--- config.mk ---
export PLATFORM = sky130hd
export DESIGN_NAME = volume_scaler_flat
export DESIGN_NICKNAME = d
export VERILOG_FILES = /design/src/rtl/volume_scaler_if.sv /design/src/rtl/volume_scaler.sv /design/src/flat_wrapper.sv
export SDC_FILE = /design/constraint.sdc
export NUM_CORES = 1
export LEC_CHECK = 0
export BUFFER_PORTS_ARGS = -buffer_cell sky130_fd_sc_hd__buf_4
export CORE_ASPECT_RATIO = 2
export CORE_MARGIN = 5
export CORE_UTILIZATION = 25
export DETAILED_ROUTE_END_ITERATION = 8
export HOLD_SLACK_MARGIN = 0.02
export PLACE_DENSITY = 0.46
export SYNTH_ARGS = -nofsm -noshare
export SYNTH_HDL_FRONTEND = slang
export SYNTH_SLANG_ARGS = --single-unit
--- constraint.sdc ---
create_clock -name Clk -period 6.7 [get_ports Clk]
set_input_delay 1.675 -clock Clk [delete_from_list [all_inputs] [get_ports Clk]]
set_output_delay 1.675 -clock Clk [all_outputs]
set_load 0.02 [all_outputs]
--- src/rtl/volume_scaler_if.sv ---
// rtl/volume_scaler_if.sv - sample stream handshake bundle for volume_scaler
interface volume_scaler_if;
  logic signed [15:0] Sample_in;
  logic               In_valid;
  logic               In_ready;
  logic signed [15:0] Sample_out;
  logic               Out_valid;
  logic               Out_ready;

  modport master (
    output Sample_in, In_valid, Out_ready,
    input  In_ready, Sample_out, Out_valid
  );

  modport slave (
    input  Sample_in, In_valid, Out_ready,
    output In_ready, Sample_out, Out_valid
  );
endinterface

--- src/rtl/volume_scaler.sv ---
// rtl/volume_scaler.sv - thermometer-coded volume with per-sample gain ramp and 2-stage scaling pipe
module volume_scaler #(
  parameter int RAMP_STEP = 4
) (
  input  logic             Clk,
  input  logic             Reset,
  input  logic [7:0]       Vol_level,
  volume_scaler_if.slave   bus,
  output logic [8:0]       Gain,
  output logic             Ramping
);
  typedef enum logic [1:0] {STEADY, RAMP_UP, RAMP_DOWN} state_t;

  localparam logic [9:0] STEP = 10'(RAMP_STEP);

  state_t             state;
  logic [8:0]         target;
  logic               lvl_valid;
  logic [8:0]         lvl_gain;
  logic               accept;
  logic [9:0]         up_sum;
  logic [8:0]         up_gain;
  logic [8:0]         dn_gain;

  logic               s1_valid;
  logic signed [24:0] s1_prod;
  logic               s2_valid;
  logic signed [15:0] s2_data;
  logic signed [25:0] prod_full;
  logic signed [24:0] prod_shift;
  logic               unused_bits;

  always_comb begin
    lvl_valid = 1'b1;
    lvl_gain  = 9'd0;
    case (Vol_level[3:0])
      4'b0000: lvl_gain = 9'd0;
      4'b0001: lvl_gain = 9'd64;
      4'b0011: lvl_gain = 9'd128;
      4'b0111: lvl_gain = 9'd192;
      4'b1111: lvl_gain = 9'd256;
      default: lvl_valid = 1'b0;
    endcase
  end

  assign accept = bus.In_valid && bus.In_ready;

  // Each step saturates at the target so the ramp never overshoots.
  assign up_sum  = {1'b0, Gain} + STEP;
  assign up_gain = (up_sum >= {1'b0, target}) ? target : up_sum[8:0];
  assign dn_gain = ({1'b0, Gain} <= ({1'b0, target} + STEP)) ? target : (Gain - STEP[8:0]);

  always_ff @(posedge Clk or negedge Reset) begin
    if (!Reset) begin
      target  <= 9'd0;
      Gain    <= 9'd0;
      state   <= STEADY;
      Ramping <= 1'b0;
    end else begin
      if (lvl_valid) target <= lvl_gain;
      case (state)
        STEADY: begin
          if (target > Gain) begin
            state   <= RAMP_UP;
            Ramping <= 1'b1;
          end else if (target < Gain) begin
            state   <= RAMP_DOWN;
            Ramping <= 1'b1;
          end
        end
        RAMP_UP: begin
          if (target < Gain) begin
            state <= RAMP_DOWN;
          end else if (target == Gain) begin
            state   <= STEADY;
            Ramping <= 1'b0;
          end else if (accept) begin
            Gain <= up_gain;
            if (up_gain == target) begin
              state   <= STEADY;
              Ramping <= 1'b0;
            end
          end
        end
        RAMP_DOWN: begin
          if (target > Gain) begin
            state <= RAMP_UP;
          end else if (target == Gain) begin
            state   <= STEADY;
            Ramping <= 1'b0;
          end else if (accept) begin
            Gain <= dn_gain;
            if (dn_gain == target) begin
              state   <= STEADY;
              Ramping <= 1'b0;
            end
          end
        end
        default: begin
          state   <= STEADY;
          Ramping <= 1'b0;
        end
      endcase
    end
  end

  // Gain is at most 256, so the shifted product always fits back in 16 bits.
  assign prod_full  = $signed(bus.Sample_in) * $signed({1'b0, Gain});
  assign prod_shift = s1_prod >>> 8;

  always_ff @(posedge Clk or negedge Reset) begin
    if (!Reset) begin
      s1_valid <= 1'b0;
      s1_prod  <= '0;
      s2_valid <= 1'b0;
      s2_data  <= '0;
    end else if (bus.In_ready) begin
      s1_valid <= accept;
      s1_prod  <= prod_full[24:0];
      s2_valid <= s1_valid;
      s2_data  <= prod_shift[15:0];
    end
  end

  assign bus.In_ready   = Reset && (!s2_valid || bus.Out_ready);
  assign bus.Out_valid  = s2_valid;
  assign bus.Sample_out = s2_data;

  assign unused_bits = ^{prod_full[25], prod_shift[24:16], Vol_level[7:4]};
endmodule

--- src/flat_wrapper.sv ---
// flat-port wrapper written by rule: the top's interface ports become plain ports
module volume_scaler_flat 
#(
  parameter int RAMP_STEP = 4
)
  (Clk, Reset, Vol_level, Gain, Ramping, bus_Sample_in, bus_In_valid, bus_Out_ready, bus_In_ready, bus_Sample_out, bus_Out_valid);
  volume_scaler_if bus_i ();
  input  logic Clk;
  input  logic Reset;
  input  logic [7:0] Vol_level;
  output logic [8:0] Gain;
  output logic Ramping;
  input wire logic [$bits(bus_i.Sample_in)-1:0] bus_Sample_in;
  input wire logic [$bits(bus_i.In_valid)-1:0] bus_In_valid;
  input wire logic [$bits(bus_i.Out_ready)-1:0] bus_Out_ready;
  output wire logic [$bits(bus_i.In_ready)-1:0] bus_In_ready;
  output wire logic [$bits(bus_i.Sample_out)-1:0] bus_Sample_out;
  output wire logic [$bits(bus_i.Out_valid)-1:0] bus_Out_valid;
  assign bus_i.Sample_in = bus_Sample_in;
  assign bus_i.In_valid = bus_In_valid;
  assign bus_i.Out_ready = bus_Out_ready;
  assign bus_In_ready = bus_i.In_ready;
  assign bus_Sample_out = bus_i.Sample_out;
  assign bus_Out_valid = bus_i.Out_valid;
  volume_scaler #(.RAMP_STEP(RAMP_STEP)) u_core (.Clk(Clk), .Reset(Reset), .Vol_level(Vol_level), .bus(bus_i), .Gain(Gain), .Ramping(Ramping));
endmodule
==> impl_results.md, run 1 <==
* Status: finished clean
* Dpl ws at -0.00361 ns
* CTS buffer count at 5
* Async S/R FF share, synth at 1.00
* Final ANT Viol Nets at 0
* Most frequent cells in the layout: nand2_1, inv_1, fa_1
* Die width at about 130 um
* GRT Util Overall at 0.114
* Hold Fails Final Rpt at 0
* Worst R2R Path Depth at 18
* Mapped Cells at 836
* DR vias at between 5000 and 6000
* Post-synthesis cell type count at 55
* Arr. time, crit path at ~6.5 ns
* RR Startpoint: u_core.Gain[3]
* Clock Skew at between 0.008 and 0.009 ns
* Post-cts hold buffer count at 0
* Top Ports at 56
* Final #Nets at 1097
* Main synth FF type: dfrtp_1
* Setup slack, reg-to-reg at 1.00 ns
* GRT overflow at 0
* Pre-antenna DRT Iters at 4
* GR Util met3 at 0.0171
* Core outline area at just under 30000 um2
* Syn avg cell area at 8.82 um2
* RR Endpoint: u_core.s1_prod[22]
* Port Buf Inserts at 51
* Fin crit period at 6.36 ns
* Clock slew at reported path FFs at roughly 0.07 ns
* Clk_lat worst skew at slightly below 0.3 ns
* Post-DP Area at 8330 um2
* Root Driver: clkbuf_16
* First-pass GRT wire length at between 30000 and 40000 um
* Die area at about 33000 um2
* Setup-failing EPs final at 0
* Post-Syn Nets at 1041
* Critical path class: in -> reg
* H-tree levels at 2
* Initial Util at 0.252
* Critical Path RT at approximately 6.9 ns
* Busiest grt layer: met2
* Tightest Hold Check Type: reg -> reg
* Starting DRT DRC Count at between 300 and 400
* Largest net degree at the start of global routing at 52
* RSZ-0062 raised after global routing: false
* Achievable Freq at approximately 160 MHz
* Crit path launch type: input pin
* TritonCTS clock tree: yes
* Initial antenna violation count at 0
* Met2 usage at 0.193
* CP Capture Point: u_core.s1_prod[22]
* Antenna cell count at 0
* Final setup margin at 0.339 ns
* GR Util met1 at 0.161
* Final wirelength at ~18000 um
* EDFF count, synth at 0
* Drt drc at 0
* Chip Height at 253 um
* Slew HR at 0.443
* Final GP Congestion at approximately 0.83
* Design Area, Final at roughly 8500 um2
* Fin Hold WS at 0.470 ns
* Vias in the first global route at between 6000 and 7000
* Share of cells above drive strength 1 at 0.127
* Post-synthesis sequential area ratio at 0.166
* Post-DP HPWL at ~15000 um
* Area growth, synth to finish at 15.1%
* Flops & latches, synth at just under 50
* Vias/cell at around 4.4
* WL/cell at approximately 15 um
* Setup TNS Final at 0 ns
* Crit end category: flip-flop
* Synthesis Warnings at 0
* Fin. max-slew vios at 0
* Syn Std Cell Area at 7370 um2
* Crit-path max FO at 5
* Cell row count at 89
* Post_cts resized at 0
* Worst slew pin tran at approximately 0.84 ns
* Most common cell after layout, fill and taps aside: nand2_1
* Setup crit start: bus_Sample_in[6]
* CTS max path bufs at 2
* Post-CTS setup buffers at 0
* Maxcap violations at 0
* Period utilization at 0.949
* Clock sinks at 49
==> logic make-up after synthesis <==
group,Yosys count,synth area share
simple gates,290,0.184
buf+inv,187,0.0973
fa+ha+maj,177,0.416
compound gates,95,0.0905
flops,49,0.166
xor+xnor,38,0.0451
==> Yosys cell counts, types with 2 or more instances <==
cell type	n	share of area
and2_4	2	0.0024
and3_1	5	0.0042
nor3_1	5	0.0034
a31oi_1	2	0.0017
o21ai_1	7	0.0048
a21oi_2	3	0.0036
a211oi_1	3	0.0031
o21ai_0	24	0.016
nand2b_1	2	0.0017
a21oi_1	19	0.013
xor2_1	11	0.013
dfrtp_1	49	0.17
o221ai_1	2	0.0024
o31ai_1	5	0.0051
nor4_1	4	0.0034
o211ai_1	3	0.0031
inv_1	149	0.076
buf_1	5	0.0025
nand4_1	5	0.0042
nand2_1	166	0.085
buf_2	3	0.0020
o22ai_1	2	0.0017
nand3_1	11	0.0075
nor2_1	17	0.0087
nor2b_1	4	0.0034
clkbuf_1	28	0.014
a22o_1	2	0.0024
a31o_2	2	0.0024
a21o_1	6	0.0061
fa_1	114	0.31
xnor2_1	27	0.032
and2_1	64	0.054
ha_1	63	0.11
==> registers in the layout (all words and copies together) (netlist names) <==
name	count
u_core.s1_prod	16
u_core.Ramping	1
u_core.bus.Sample_out	16
u_core.s1_valid	1
u_core.target	3
u_core.Gain	9
u_core.state	2
u_core.bus.Out_valid	1
==> area by class of cell <==
class / instances / area (um2)
Multi-Input combinational cell: 600 / 5440
Tap cell: 364 / 455
Fill cell: 3140 / 20800
Inverter: 149 / 559
Clock inverter: 3 / 25.0
Sequential cell: 49 / 1230
Clock buffer: 5 / 125
Timing Repair Buffer: 87 / 653
==> metal layers <==
metal | routed length, um | vias up | part of all wire
met5 | 0 | - | 0
met1 | 8380 | 2764 | 0.46
met3 | 871 | 8 | 0.047
li1 | - | 2695 | -
met2 | 8990 | 114 | 0.49
met4 | 105 | 0 | 0.0057
==> worst min path at each step <==
stage                       start                  endpoint  slack [ns]  cells after the start
2_1_floorplan   u_core.s1_prod[8]  u_core.bus.Sample_out[0]        0.44                      2
3_3_place_gp   u_core.s1_prod[13]  u_core.bus.Sample_out[5]        0.46                      2
3_5_place_dp   u_core.s1_prod[13]  u_core.bus.Sample_out[5]        0.45                      2
4_1_cts        u_core.s1_prod[13]  u_core.bus.Sample_out[5]        0.48                      2
5_1_grt        u_core.s1_prod[13]  u_core.bus.Sample_out[5]        0.49                      2
6_report       u_core.s1_prod[13]  u_core.bus.Sample_out[5]        0.47                      2
==> per-stage QoR <==
step	utilization	cells
6_report	0.290	1257
5_1_grt	0.290	1257
4_1_cts	0.290	1257
3_5_place_dp	0.285	1249
3_3_place_gp	0.285	1249
2_1_floorplan	-	836
==> worst max-delay path: stages <==
cell	delay [ns]
buf_4	0.13
nand2_1	0.08
fa_1	0.56
inv_1	0.05
fa_1	0.46
fa_1	0.51
fa_1	0.57
inv_1	0.06
fa_1	0.53
inv_1	0.04
ha_1	0.30
a21oi_1	0.17
o22ai_1	0.11
or4_4	0.45
a31oi_4	0.20
o31ai_4	0.12
a211oi_4	0.24
xor2_1	0.18
o21ai_1	0.07
Power of run 1 is not shown: default switching activity piles up to over one toggle a cycle in this logic, so the estimate is an artifact.
==> run 2, diff against run 1 <==
- clock period: 6.7 -> 8.2 ns (I/O delays scaled with it)
==> run 2 against run 1 <==
- register-to-register slack gained 1.1 ns
- highest routed layer unchanged
- non-clock buffer count shrank 25
- final cell count fell by 2.0%
- clock skew is essentially flat
- sequential share of layout area increased by 0.32 points
- critical path type unchanged
==> impl_results.md, run 2 (synthesized netlist as in run 1, its figures left out) <==
* Share of cells above drive strength 1 at 0.101
* Final ANT Viol Nets at 0
* RR Endpoint: u_core.s1_prod[22]
* Post_cts resized at 0
* Die width at around 130 um
* Pre-antenna DRT Iters at 4
* RR Startpoint: u_core.Gain[3]
* GRT overflow at 0
* Maxcap violations at 0
* TritonCTS clock tree: yes
* Fin. max-slew vios at 0
* Core outline area at between 20000 and 30000 um2
* Period utilization at 0.841
* Root Driver: clkbuf_16
* Initial Util at 0.252
* Final cell count without fillers at around 1200
* Most used cell along the critical path: fa_1
* First-pass GRT wire length at roughly 31000 um
* Post-DP Area at roughly 8000 um2
* GRT Util Overall at 0.114
* Setup-failing EPs final at 0
* Clock sinks at 49
* Arr. time, crit path at 7.06 ns
* Hold Fails Final Rpt at 0
* Chip Height at about 250 um
* Vias/cell at 4.47
* Vias in the first global route at between 6000 and 7000
* Largest net degree at the start of global routing at 52
* Achievable Freq at ~150 MHz
* H-tree levels at 2
* Critical Path RT at around 8.4 ns
* Worst R2R Path Depth at 19
* Tightest Hold Check Type: reg -> reg
* Crit path launch type: input pin
* Fin crit period at around 6.9 ns
* Critical path's largest stage delay at approximately 0.58 ns
* Critical path class: in -> reg
* Clk_lat worst skew at approximately 0.30 ns
* Port Buf Inserts at 51
* CTS buffer count at 5
* Status: finished clean
* Post-cts hold buffer count at 0
* Placed Cells at roughly 1200
* Initial antenna violation count at 0
* Crit end category: flip-flop
* Area growth, synth to finish at 12.6%
* Final wirelength at 18400 um
* WL/cell at 15.0 um
* Fillers at between 3000 and 4000
* Design Area, Final at roughly 8300 um2
* Cell row count at ~90
* Setup crit start: bus_Sample_in[7]
* Clock Skew at approximately 0.0089 ns
* Antenna cell count at 0
* Post-DP HPWL at 14500 um
* Die area at about 33000 um2
* Worst slew pin tran at between 0.7 and 0.8 ns
* Slew HR at 0.471
* Setup slack, reg-to-reg at ~2.1 ns
* DR vias at 5505
* Clock slew at reported path FFs at 0.07 ns
* Setup TNS Final at 0 ns
* Final #Nets at roughly 1100
* Most frequent cells in the layout: nand2_1, inv_1, fa_1
* CP Capture Point: u_core.s1_prod[17]
* Most common cell after layout, fill and taps aside: nand2_1
* Critical-path top delay cell: fa_1
* Starting DRT DRC Count at approximately 230
* Crit-path max FO at 9
* CTS max path bufs at 2
* Worst-path cell chain: buf_4, nand2_1, fa_1, inv_1, fa_1, inv_1, fa_1, fa_1, fa_1, inv_1, ha_1, a21oi_1, o21ai_1, and2_1, a31oi_1, o21ai_0, a21oi_1, xor2_1, o21ai_0
* Drt drc at 0
* Final GP Congestion at 0.811
* Post-CTS setup buffers at 0
* RSZ-0062 raised after global routing: false
* Top Ports at 56
run 2: worst min path at each step:
stage / from / end / slack [ns] / cells past startpoint
3_3_place_gp: u_core.s1_prod[20] / u_core.bus.Sample_out[12] / 0.46 / 2
5_1_grt: u_core.bus.Sample_out[4] / u_core.bus.Sample_out[4] / 0.50 / 2
4_1_cts: u_core.s1_valid / u_core.s1_valid / 0.48 / 2
3_5_place_dp: u_core.s1_prod[13] / u_core.bus.Sample_out[5] / 0.46 / 2
2_1_floorplan: u_core.s1_prod[8] / u_core.bus.Sample_out[0] / 0.44 / 2
6_report: u_core.s1_prod[20] / u_core.bus.Sample_out[12] / 0.48 / 2
run 2: metrics by stage:
stage / setup WS [ns] / utilization / hold WS, ns
global placement: 0.987 / 0.278 / 0.461
global route: 1.01 / 0.283 / 0.499
finish: 1.31 / 0.283 / 0.478
floorplan: 1.21 / - / 0.439
detailed placement: 0.964 / 0.278 / 0.460
CTS: 1.29 / 0.283 / 0.483
run 2: layer usage:
metal | global-route usage | up-vias | wire, um
met5 | 0 | - | 0
met4 | 0.0197 | 0 | 191
met3 | 0.0127 | 10 | 574
met2 | 0.194 | 86 | 8760
met1 | 0.158 | 2762 | 8910
li1 | - | 2647 | -
run 2: area by class of cell:
type / count / area [um2] / share of cell area
multi-input combinational: 600 / 5440 / 0.655
sequential: 49 / 1230 / 0.148
inverter: 149 / 559 / 0.0674
timing repair buffer: 62 / 465 / 0.0561
tap: 364 / 455 / 0.0549
clock buffer: 5 / 125 / 0.0151
clock inverter: 3 / 28.8 / 0.00347
run 2: critical path, delay by kind of cell:
family,cells,cell delay [ns]
buf+inv,4,0.31
simple gates,2,0.27
xor+xnor,1,0.15
fa+ha+maj,6,2.90
compound gates,6,1.37
Power of run 2 is left out for the same reason.
==> run 3, diff against run 2 <==
- ABC_AREA: unset -> 1
- PLACE_DENSITY: 0.46 -> 0.47
- clock period: 8.2 -> 6.25 ns (I/O delays scaled with it)
==> run 3 against run 2 <==
- sequential share of layout area down 2.2 points
- die area up 11%
- count of clock-buffer cells in the layout unchanged
- critical path depth up 2
- non-clock buffer count up 72
- flip-flop and latch count unchanged
- global-route usage up 2.0 points
- final cell count up 32%
- design area up 17%
- register-to-register slack worse by 1.4 ns
- clock skew up 0.0041 ns
- synthesized cell count up 31%
- critical path type unchanged
- highest routed layer unchanged
==> impl_results.md, run 3 <==
* Post-Syn Nets at about 1300
* Largest net degree at the start of global routing at 50
* Clk_lat worst skew at around 0.32 ns
* H-tree levels at 2
* CTS max path bufs at 2
* Cell row count at between 90 and 100
* Achievable Freq at 168 MHz
* Setup-failing EPs final at 0
* Crit end category: flip-flop
* Fillers at about 3700
* Die width at roughly 140 um
* RSZ-0062 raised after global routing: false
* Post-DP HPWL at between 20000 and 25000 um
* Clock Skew at 0.0131 ns
* Tightest Hold Check Type: reg -> reg
* Mapped Cells at 1094
* Initial Util at 0.252
* TritonCTS clock tree: yes
* Final ANT Viol Nets at 0
* Most frequent cells in the layout: nand2_1, inv_1, buf_4
* Period utilization at 0.951
* Critical Path RT at between 6 and 7 ns
* Final wirelength at approximately 24000 um
* Worst-path cell chain: buf_4, buf_12, nand2_1, fa_1, inv_1, fa_1, fa_1, fa_1, inv_1, fa_1, inv_1, ha_1, a21oi_1, o21ai_1, a21oi_1, nand2_1, nand2_1, nand2_1, or2_1, nand3_1, o21ai_1
* Hold Fails Final Rpt at 0
* Design Area, Final at 9730 um2
* Crit-path max FO at 7
* Port Buf Inserts at 51
* Critical-path top delay cell: fa_1
* Critical path's largest stage delay at 0.54 ns
* Register Area at approximately 1200 um2
* Fin. max-slew vios at 0
* Die area at around 37000 um2
* Post-synthesis cell type count at 47
* Post-DP Area at between 9000 and 10000 um2
* Syn Std Cell Area at around 8200 um2
* Antenna cell count at 0
* Initial antenna violation count at 0
* Critical path class: in -> reg
* GRT overflow at 0
* WL/cell at approximately 15 um
* Chip Height at about 270 um
* Area of the multi-input gates at approximately 5800 um2
* Share of cells above drive strength 1 at 0.151
* CTS buffer count at 5
* Post-cts hold buffer count at 0
* Most common cell after layout, fill and taps aside: nand2_1
* Final GP Congestion at roughly 0.86
* Fin crit period at between 5 and 6 ns
* Most used cell along the critical path: fa_1
* Core outline area at 32700 um2
* Area growth, synth to finish at 18.2%
* Async S/R FF share, synth at 1.00
* Post-synthesis sequential area ratio at 0.149
* GRT Util Overall at 0.133
* Status: finished clean
* Arr. time, crit path at 6.15 ns
* Most frequent cells after synthesis: nand2_1, inv_1, fa_1
* Vias/cell at approximately 4.3
* EDFF count, synth at 0
* Main synth FF type: dfrtp_1
* Clock slew at reported path FFs at ~0.080 ns
* Maxcap violations at 0
* Post-synth top area share at 0.277
* Slew HR at 0.376
* Drt drc at 0
* Worst slew pin tran at slightly above 0.9 ns
* Syn avg cell area at around 7.5 um2
* Flops & latches, synth at 49
* Most common cell in the netlist: nand2_1
* Starting DRT DRC Count at ~190
* Vias in the first global route at a little under 8000
* Final #Nets at ~1400
* Ranking of synthesized cells by area: fa_1, dfrtp_1, nand2_1
* Root Driver: clkbuf_16
* DR vias at ~7100
* Synthesis Warnings at 0
* First-pass GRT wire length at 39000 um
* Pre-antenna DRT Iters at 4
* Top Ports at 56
* Area leader, netlist: fa_1
* Clock sinks at slightly below 50
* Crit path launch type: input pin
[run 3: worst max-delay path: cells and delay by family]
| kind | cells | cell delay, ns |
|---|---|---|
| compound gates | 4 | 0.59 |
| simple gates | 6 | 0.65 |
| fa+ha+maj | 6 | 2.89 |
| buf+inv | 5 | 0.43 |
[run 3: path summary, 6_finish.rpt]
kind                                                  to  slack (ns)              start  cells past startpoint
worst min-delay path            u_core.bus.Sample_out[1]        0.47  u_core.s1_prod[9]                      2
min in group asynchronous                 u_core.Ramping        1.43              Reset                      2
max in group asynchronous       u_core.bus.Sample_out[1]        4.34              Reset                      2
worst max register to register        u_core.s1_prod[20]        0.69     u_core.Gain[4]                     19
worst min register to register  u_core.bus.Sample_out[1]        0.47  u_core.s1_prod[9]                      2
worst max-delay path                  u_core.s1_prod[19]        0.31   bus_Sample_in[8]                     21
[run 3: routing by layer]
| metal | GRT usage | routed length (um) |
|---|---|---|
| met4 | 0.0561 | 987 |
| met2 | 0.278 | 14100 |
| met1 | 0.126 | 8170 |
| met5 | 0 | 0 |
| met3 | 0.0183 | 603 |
[run 3: timing repair]
item                                    4_1_cts  5_1_grt
endpoints found under the setup margin        0        1
endpoints found under the hold margin         0        0
buffers inserted                              0        0
gates resized for setup                       0        1
[run 3: final cells by class]
class | instances | area share
flip-flops and latches | 49 | 0.126
multi-input cells | 739 | 0.597
well taps | 432 | 0.0556
inverters | 261 | 0.101
repair buffers | 134 | 0.105
clock inverters | 3 | 0.00347
clock buffers | 5 | 0.0129
[run 3: per-stage QoR]
step | util | instances | worst slack [ns] | TNS [ns] | hold slack [ns]
2_1_floorplan | - | 1094 | 0.222 | 0 | 0.442
3_3_place_gp | 0.293 | 1615 | -0.105 | -0.199 | 0.457
3_5_place_dp | 0.293 | 1615 | -0.0895 | -0.222 | 0.452
4_1_cts | 0.297 | 1623 | 0.250 | 0 | 0.471
5_1_grt | 0.298 | 1623 | 0.00984 | 0 | 0.498
6_report | 0.298 | 1623 | 0.307 | 0 | 0.472
[run 3: cells by family after synthesis]
kind of cell / count (synthesis) / share of synthesized area
AO/OA/AOI/OAI: 105 / 0.0715
XOR/XNOR: 20 / 0.0213
adder cells (fa/ha/maj): 177 / 0.373
flip-flops: 49 / 0.149
buffers and inverters: 306 / 0.146
AND/OR/NAND/NOR: 437 / 0.239
Power of run 3 is left out for the same reason.
